==> src/rtl/fetch_stage_pkg.sv <==
// ============================================================================
//  Module      : fetch_stage_pkg
//  Description : Shared fetch/PC parameters: access sizes and fetch FSM states.
//  Revision    : 1.0 - initial release
// ============================================================================
`default_nettype none

package fetch_stage_pkg;

    localparam logic [1:0] ACC_BYTE = 2'b00;
    localparam logic [1:0] ACC_HALF = 2'b01;
    localparam logic [1:0] ACC_WORD = 2'b10;

    typedef enum logic [2:0] {
        ST_IDLE  = 3'd0,
        ST_REQ   = 3'd1,
        ST_WAIT  = 3'd2,
        ST_HOLD  = 3'd3,
        ST_FAULT = 3'd4
    } fetch_state_e;

    // Instruction fetches are word accesses, so the low two PC bits must be zero.
    function automatic logic pc_aligned(input logic [1:0] pc_lsb);
        return (pc_lsb == 2'b00);
    endfunction

endpackage

`default_nettype wire

==> src/rtl/fetch_stage.sv <==
// ============================================================================
//  Module      : fetch_stage
//  Description : Single-outstanding instruction fetch with decode handshake.
//  Revision    : 1.0 - initial release
// ============================================================================
`default_nettype none

module fetch_stage
    import fetch_stage_pkg::*;
(
    input  logic        clk,
    input  logic        reset,
    input  logic [31:0] pc_in,
    output logic        pc_advance,
    input  logic        flush,
    output logic        mem_req,
    output logic [31:0] mem_addr,
    output logic [1:0]  mem_access_size,
    output logic        mem_rd_wr,
    input  logic        mem_ack,
    input  logic        mem_rvalid,
    input  logic [31:0] mem_rdata,
    output logic        inst_valid,
    input  logic        inst_ready,
    output logic [31:0] inst_data,
    output logic [31:0] inst_pc,
    output logic        fetch_fault
);

    fetch_state_e r_state;
    logic [31:0]  r_req_pc;
    logic [31:0]  r_inst_data;
    logic [31:0]  r_inst_pc;
    logic         r_mem_req;
    logic         r_inst_valid;
    logic         r_fetch_fault;
    logic         r_drop_pending;

    logic         w_accept;
    logic         w_drop;

    // pc_advance must land in the accept cycle so the PC register has the
    // next address ready when IDLE samples it one cycle later.
    assign w_accept = (r_state == ST_HOLD) && inst_ready && !flush && !reset;
    assign w_drop   = r_drop_pending || flush;

    always_ff @(posedge clk) begin
        if (reset) begin
            r_state        <= ST_IDLE;
            r_req_pc       <= 32'd0;
            r_inst_data    <= 32'd0;
            r_inst_pc      <= 32'd0;
            r_mem_req      <= 1'b0;
            r_inst_valid   <= 1'b0;
            r_fetch_fault  <= 1'b0;
            r_drop_pending <= 1'b0;
        end else begin
            case (r_state)
                ST_IDLE: begin
                    if (pc_aligned(pc_in[1:0])) begin
                        r_state   <= ST_REQ;
                        r_req_pc  <= pc_in;
                        r_mem_req <= 1'b1;
                    end else begin
                        r_state       <= ST_FAULT;
                        r_fetch_fault <= 1'b1;
                    end
                end
                ST_REQ: begin
                    // The request cannot be withdrawn, so a flush here just
                    // marks the eventual response for discard.
                    if (flush) begin
                        r_drop_pending <= 1'b1;
                    end
                    if (mem_ack) begin
                        r_mem_req <= 1'b0;
                        r_state   <= ST_WAIT;
                    end
                end
                ST_WAIT: begin
                    if (mem_rvalid) begin
                        r_drop_pending <= 1'b0;
                        if (w_drop) begin
                            r_state <= ST_IDLE;
                        end else begin
                            r_inst_data  <= mem_rdata;
                            r_inst_pc    <= r_req_pc;
                            r_inst_valid <= 1'b1;
                            r_state      <= ST_HOLD;
                        end
                    end else if (flush) begin
                        r_drop_pending <= 1'b1;
                    end
                end
                ST_HOLD: begin
                    if (flush || inst_ready) begin
                        r_inst_valid <= 1'b0;
                        r_state      <= ST_IDLE;
                    end
                end
                ST_FAULT: begin
                    r_state <= ST_FAULT;
                end
                default: begin
                    r_state <= ST_IDLE;
                end
            endcase
        end
    end

    assign pc_advance      = w_accept;
    assign mem_req         = r_mem_req;
    assign mem_addr        = r_req_pc;
    assign mem_access_size = ACC_WORD;
    assign mem_rd_wr       = 1'b0;
    assign inst_valid      = r_inst_valid;
    assign inst_data       = r_inst_data;
    assign inst_pc         = r_inst_pc;
    assign fetch_fault     = r_fetch_fault;

endmodule

`default_nettype wire

==> config.mk <==
export PLATFORM = sky130hd
export DESIGN_NAME = fetch_stage
export DESIGN_NICKNAME = d
export VERILOG_FILES = /design/src/rtl/fetch_stage_pkg.sv /design/src/rtl/fetch_stage.sv
export SDC_FILE = /design/constraint.sdc
export NUM_CORES = 1
export LEC_CHECK = 0
export CORE_MARGIN = 8
export CORE_UTILIZATION = 39
export CTS_CLUSTER_DIAMETER = 100
export DETAILED_ROUTE_END_ITERATION = 16
export PLACE_DENSITY = 0.86
export SYNTH_ARGS = -nofsm -noshare
export SYNTH_HDL_FRONTEND = slang
export SYNTH_SLANG_ARGS = --single-unit
export TNS_END_PERCENT = 20
==> constraint.sdc <==
create_clock -name clk -period 1.4 [get_ports clk]
set_input_delay 0.28 -clock clk [delete_from_list [all_inputs] [get_ports clk]]
set_output_delay 0.28 -clock clk [all_outputs]
set_load 0.05 [all_outputs]
## Word level (Yosys, flattened, before mapping)

Cells that the tools add are included.

| word-level totals | value |
|---|---|
| output and inout bits | 103 |
| bits of input ports | 70 |
| register bits | 103 |

| cells by class | value |
|---|---|
| muxes and demuxes | 16 |
| bitwise operators | 2 |
| eq/ne operators | 9 |
| reductions and logical operators | 18 |

Operator list:

| cell | number |
|---|---|
| $pmux W3 S5 | 1 |
| $mux W3 | 4 |
| $reduce_and A3 Y1 | 3 |
| $ne A2 B2 Y1 const B | 4 |
| $mux W1 | 7 |
| $eq A3 B2 Y1 const B | 2 |
| $pmux W1 S2 | 3 |
| $reduce_bool A2 Y1 | 3 |
| $reduce_and A2 Y1 | 2 |
| $reduce_and A4 Y1 | 1 |
| $eq A3 B1 Y1 const B | 1 |
| $eq A3 B3 Y1 const B | 1 |
| $logic_and A1 B1 Y1 | 3 |
| $logic_not A3 Y1 | 1 |
| $logic_not A1 Y1 | 2 |
| $logic_not A2 Y1 | 1 |
| $logic_or A1 B1 Y1 | 2 |
| $mux W2 | 1 |
| $ne A2 B1 Y1 const B | 1 |
| $not A1 Y1 | 2 |

## Longest topological paths before layout

| depth | value |
|---|---|
| depth after elaboration | 4 |
| gate-level depth with buffers | 5 |

## Least setup slack after synthesis

No wires, ideal clock.

| path | value |
|---|---|
| kind | input to output |
| start point | input reset |
| end point | output pc_advance |
| stages | 3 |
| required time | 1.120 ns |
| data arrival time | 2.345 ns |
| path slack | -1.225 ns |
| buffers on the path | 2 |
| cells stage by stage | clkbuf_1 -> clkbuf_1 -> nor4b_1 |

| on the way | value |
|---|---|
| longest elaborated chain between the ends | 2 |

RTL lines:

| element | line | RTL |
|---|---|---|
| start, declared | fetch_stage.sv:12 | `input logic reset,` |
| $logic_not A1 Y1 | fetch_stage.sv:44 | `assign w_accept = (r_state == ST_HOLD) && inst_ready && !flush && !reset;` |
| $logic_and A1 B1 Y1 | fetch_stage.sv:44 |  |
| end, declared | fetch_stage.sv:14 | `output logic pc_advance,` |

Every way passes these cells.

## Final worst setup path

| path | value |
|---|---|
| start point | register r_state[1] |
| end point | output pc_advance |

| on the way | value |
|---|---|
| longest elaborated chain between the ends | 4 |

RTL lines:

| element | line | RTL |
|---|---|---|
| start, declared | fetch_stage.sv:30 | `fetch_state_e r_state;` |
| start signal, assigned | fetch_stage.sv:49 | `r_state <= ST_IDLE;` |
| start signal, assigned | fetch_stage.sv:61 | `r_state <= ST_REQ;` |
| start signal, assigned | fetch_stage.sv:65 | `r_state <= ST_FAULT;` |
| $eq A3 B2 Y1 | fetch_stage.sv:44 |  |
| $logic_and A1 B1 Y1 (3 in a row) | fetch_stage.sv:44 |  |

Every way passes these cells.

==> results.json <==
{
  "cap_violations": 0,
  "path_max_fanout": 5,
  "critPathLaunchType": "flip-flop",
  "syn_inst": 432,
  "hold_violations": 0,
  "die-area_sq_mm": 0.01499,
  "ios": 173,
  "grt_pass1_wl_mm": 20.59,
  "slew_viol_final": 0,
  "globalplace.congestion": 0.7769,
  "multi_input_area_sq_mm": 0.002188,
  "cts.clk_slew.worst_paths_ns": 0.07,
  "route.detailed.drc": 0,
  "synth-seq-cells": 103,
  "fillerInstances": 797,
  "area_growth_pct": 77.42,
  "fin_nets": 677,
  "grt_usage": 0.1716,
  "critPathCaptureType": "output pin",
  "ys_seq_area_frac": 0.4669,
  "drtIter0Drc": 213,
  "post-route-min-period_ns": 1.603,
  "clk_latency_ns": 0.33,
  "numPortBuffers": 169,
  "antenna_found_initial": 0,
  "setup_slack_ns": -0.2030,
  "finalSetupViolations": 64,
  "finClkSkew_ns": 0.01077,
  "arrival_ns": 1.32,
  "synthDistinctLibCells": 32,
  "status": "finished, violations left",
  "cts-root-buf": "clkbuf_16",
  "maxSlewHeadroom": 0.6497,
  "period_share": 1.145,
  "hold_ws_ns": 0.3427,
  "firstDrtPassIters": 6,
  "drive_above_1_share": 0.2684,
  "violations": "setup timing",
  "worst_slew_pin_slew_ns": 0.5255,
  "cts_buffers": 9,
  "clock_path_buffers": 2,
  "rrSetupSlack_ns": -0.19,
  "row_count": 39,
  "wire_per_inst_um": 18.25,
  "total_power_uw": 6402,
  "ctsHtreeMaxLevel": 3,
  "syn_avg_cell_area_sq_um": 10.22,
  "grt_max_degree": 72,
  "dp_worst_setup_slack_ns": -0.5657,
  "start_util": 0.3935,
  "synth_area_sq_mm": 0.004417,
  "holdPathStages": 3,
  "grtUsageMet2": 0.3082,
  "core_area_sq_mm": 0.01122,
  "die_w_um": 122.4,
  "gr-usage-met1": 0.1837,
  "routed_via_density": 4.980,
  "reg2reg_depth": 5,
  "top_usage_layer": "met2",
  "p_leak_uw": 0.002803,
  "clock-sinks": 103,
  "drt-total-wl_mm": 13.76,
  "grt_use_met3": 0.07176,
  "worstPathRequired_ns": 1.12,
  "min_path_type": "input port to flip-flop",
  "peakVddDrop_mv": 0.7696,
  "fmax_mhz": 623.8,
  "seq_area_sq_mm": 0.002071,
  "rsz0062_at_grt": "true",
  "antenna_cells": 0,
  "antenna_left": 0,
  "dp_hpwl_mm": 10.09,
  "ys_warn_count": 0,
  "cts_tree": "built",
  "vias": 3755,
  "die_y_um": 122.4,
  "worstSetupPathType": "flip-flop to output pin",
  "cts_hold_buf": 0,
  "p_per_area_mw_per_mm2": 817.0,
  "overflow": 0,
  "grt_pass1_vias": 3937
}
[through the flow]
step,std cells,util,setup TNS (ns),area (sq um)
floorplan,433,-,-0.09635,4474
global placement,729,0.6548,-39.44,7350
detailed placement,729,0.6548,-44.60,7350
CTS,748,0.6842,-6.447,7679
global route,754,0.6982,-10.23,7836
finish,754,0.6982,-6.199,7836
[layer usage]
metal | share of wire | vias up
met3 | 0.089 | 8
met4 | 0.011 | 0
met5 | 0 | -
met2 | 0.52 | 138
li1 | - | 1818
met1 | 0.38 | 1791
[synthesized netlist by cell type]
| cell type | n | share of area |
|---|---|---|
| clkbuf_1 | 23 | 0.020 |
| nor4_2 | 1 | 0.0028 |
| buf_4 | 4 | 0.0068 |
| nor3_1 | 2 | 0.0023 |
| buf_2 | 5 | 0.0057 |
| or2_2 | 2 | 0.0028 |
| mux2i_1 | 65 | 0.15 |
| or4_1 | 1 | 0.0017 |
| o21ai_0 | 33 | 0.037 |
| nand2b_1 | 130 | 0.18 |
| nand4b_1 | 30 | 0.059 |
| buf_8 | 6 | 0.020 |
| o221a_2 | 1 | 0.0025 |
| nor3b_1 | 2 | 0.0034 |
| nor2b_1 | 1 | 0.0014 |
| a31oi_1 | 1 | 0.0014 |
| inv_1 | 3 | 0.0025 |
| nor4b_1 | 1 | 0.0020 |
| nand2_1 | 1 | 0.00085 |
| o31ai_1 | 1 | 0.0017 |
| mux2_2 | 1 | 0.0025 |
| a211oi_1 | 2 | 0.0034 |
| nor4_1 | 1 | 0.0014 |
| or3b_2 | 1 | 0.0020 |
| nand2b_2 | 1 | 0.0020 |
| conb_1 | 2 | 0.0017 |
| a2111oi_2 | 1 | 0.0034 |
| a21oi_1 | 3 | 0.0034 |
| nor3_4 | 1 | 0.0037 |
| dfxtp_1 | 103 | 0.47 |
| nor2_1 | 2 | 0.0017 |
| a22oi_1 | 1 | 0.0017 |
[repair_timing]
item                                    4_1_cts  5_1_grt
endpoints found under the setup margin       75       99
pin swaps                                     1        4
hold endpoints to repair                      0        0
setup buffers                                 4        1
gates cloned                                  0        5
gates resized for setup                      10       29
[final cells by class]
class | instances | area share
repair buffers | 201 | 0.3971
flip-flops and latches | 103 | 0.2643
clock inverters | 4 | 0.004151
inverters | 3 | 0.001437
well taps | 143 | 0.02283
clock buffers | 11 | 0.03098
multi-input cells | 289 | 0.2793
[state kept, by name, summed over array words and instances, names as in the netlist]
| signal | cells |
|---|---|
| fetch_fault | 1 |
| mem_req | 1 |
| inst_data | 32 |
| mem_addr | 32 |
| inst_valid | 1 |
| inst_pc | 32 |
| r_state | 3 |
| r_drop_pending | 1 |
[cell usage in the layout, fill, tap and decap left out, drive strengths merged]
master	count
a2111oi	1
a211oi	2
a21oi	3
a22oi	1
a31oi	1
buf	129
clkbuf	15
clkdlybuf4s50	66
clkinv	2
clkinvlp	2
conb	3
dfxtp	103
dlygate4sd2	1
dlymetal6s2s	1
inv	3
mux2	1
mux2i	65
nand2	1
nand2b	131
nand4b	30
nor2	2
nor2b	1
nor3	3
nor3b	2
nor4	2
nor4b	1
o21ai	33
o221a	1
o31ai	1
or2	2
or3b	1
or4	1
[worst paths after layout]
path,start,end
max,r_state[1],pc_advance
min,mem_rvalid,r_state[0]
max reg2reg,r_state[2],inst_data[20]
min reg2reg,inst_pc[1],inst_pc[1]
[kinds of logic (layout without fill, tap and decap cells)]
family	Yosys count	count (layout)	share of synthesized area
AO/OA/AOI/OAI	43	43	0.05496
flip-flops	103	103	0.4669
AND/OR/NAND/NOR	177	177	0.2717
multiplexers	66	66	0.1499
other	2	3	0.001700
buffers and inverters	41	219	0.05496
[power breakdown]
| group | internal (uW) | total (uW) | switching (uW) |
|---|---|---|---|
| logic | 556 | 1040 | 487 |
| clock network | 1250 | 2310 | 1060 |
| registers | 2980 | 3050 | 63.2 |
[critical path: stages (launching register included)]
cell      delay, ns
dfxtp_4        0.38
nand2b_4       0.08
nor4b_4        0.35
buf_12         0.18
Power figures use the tool's default switching activity.
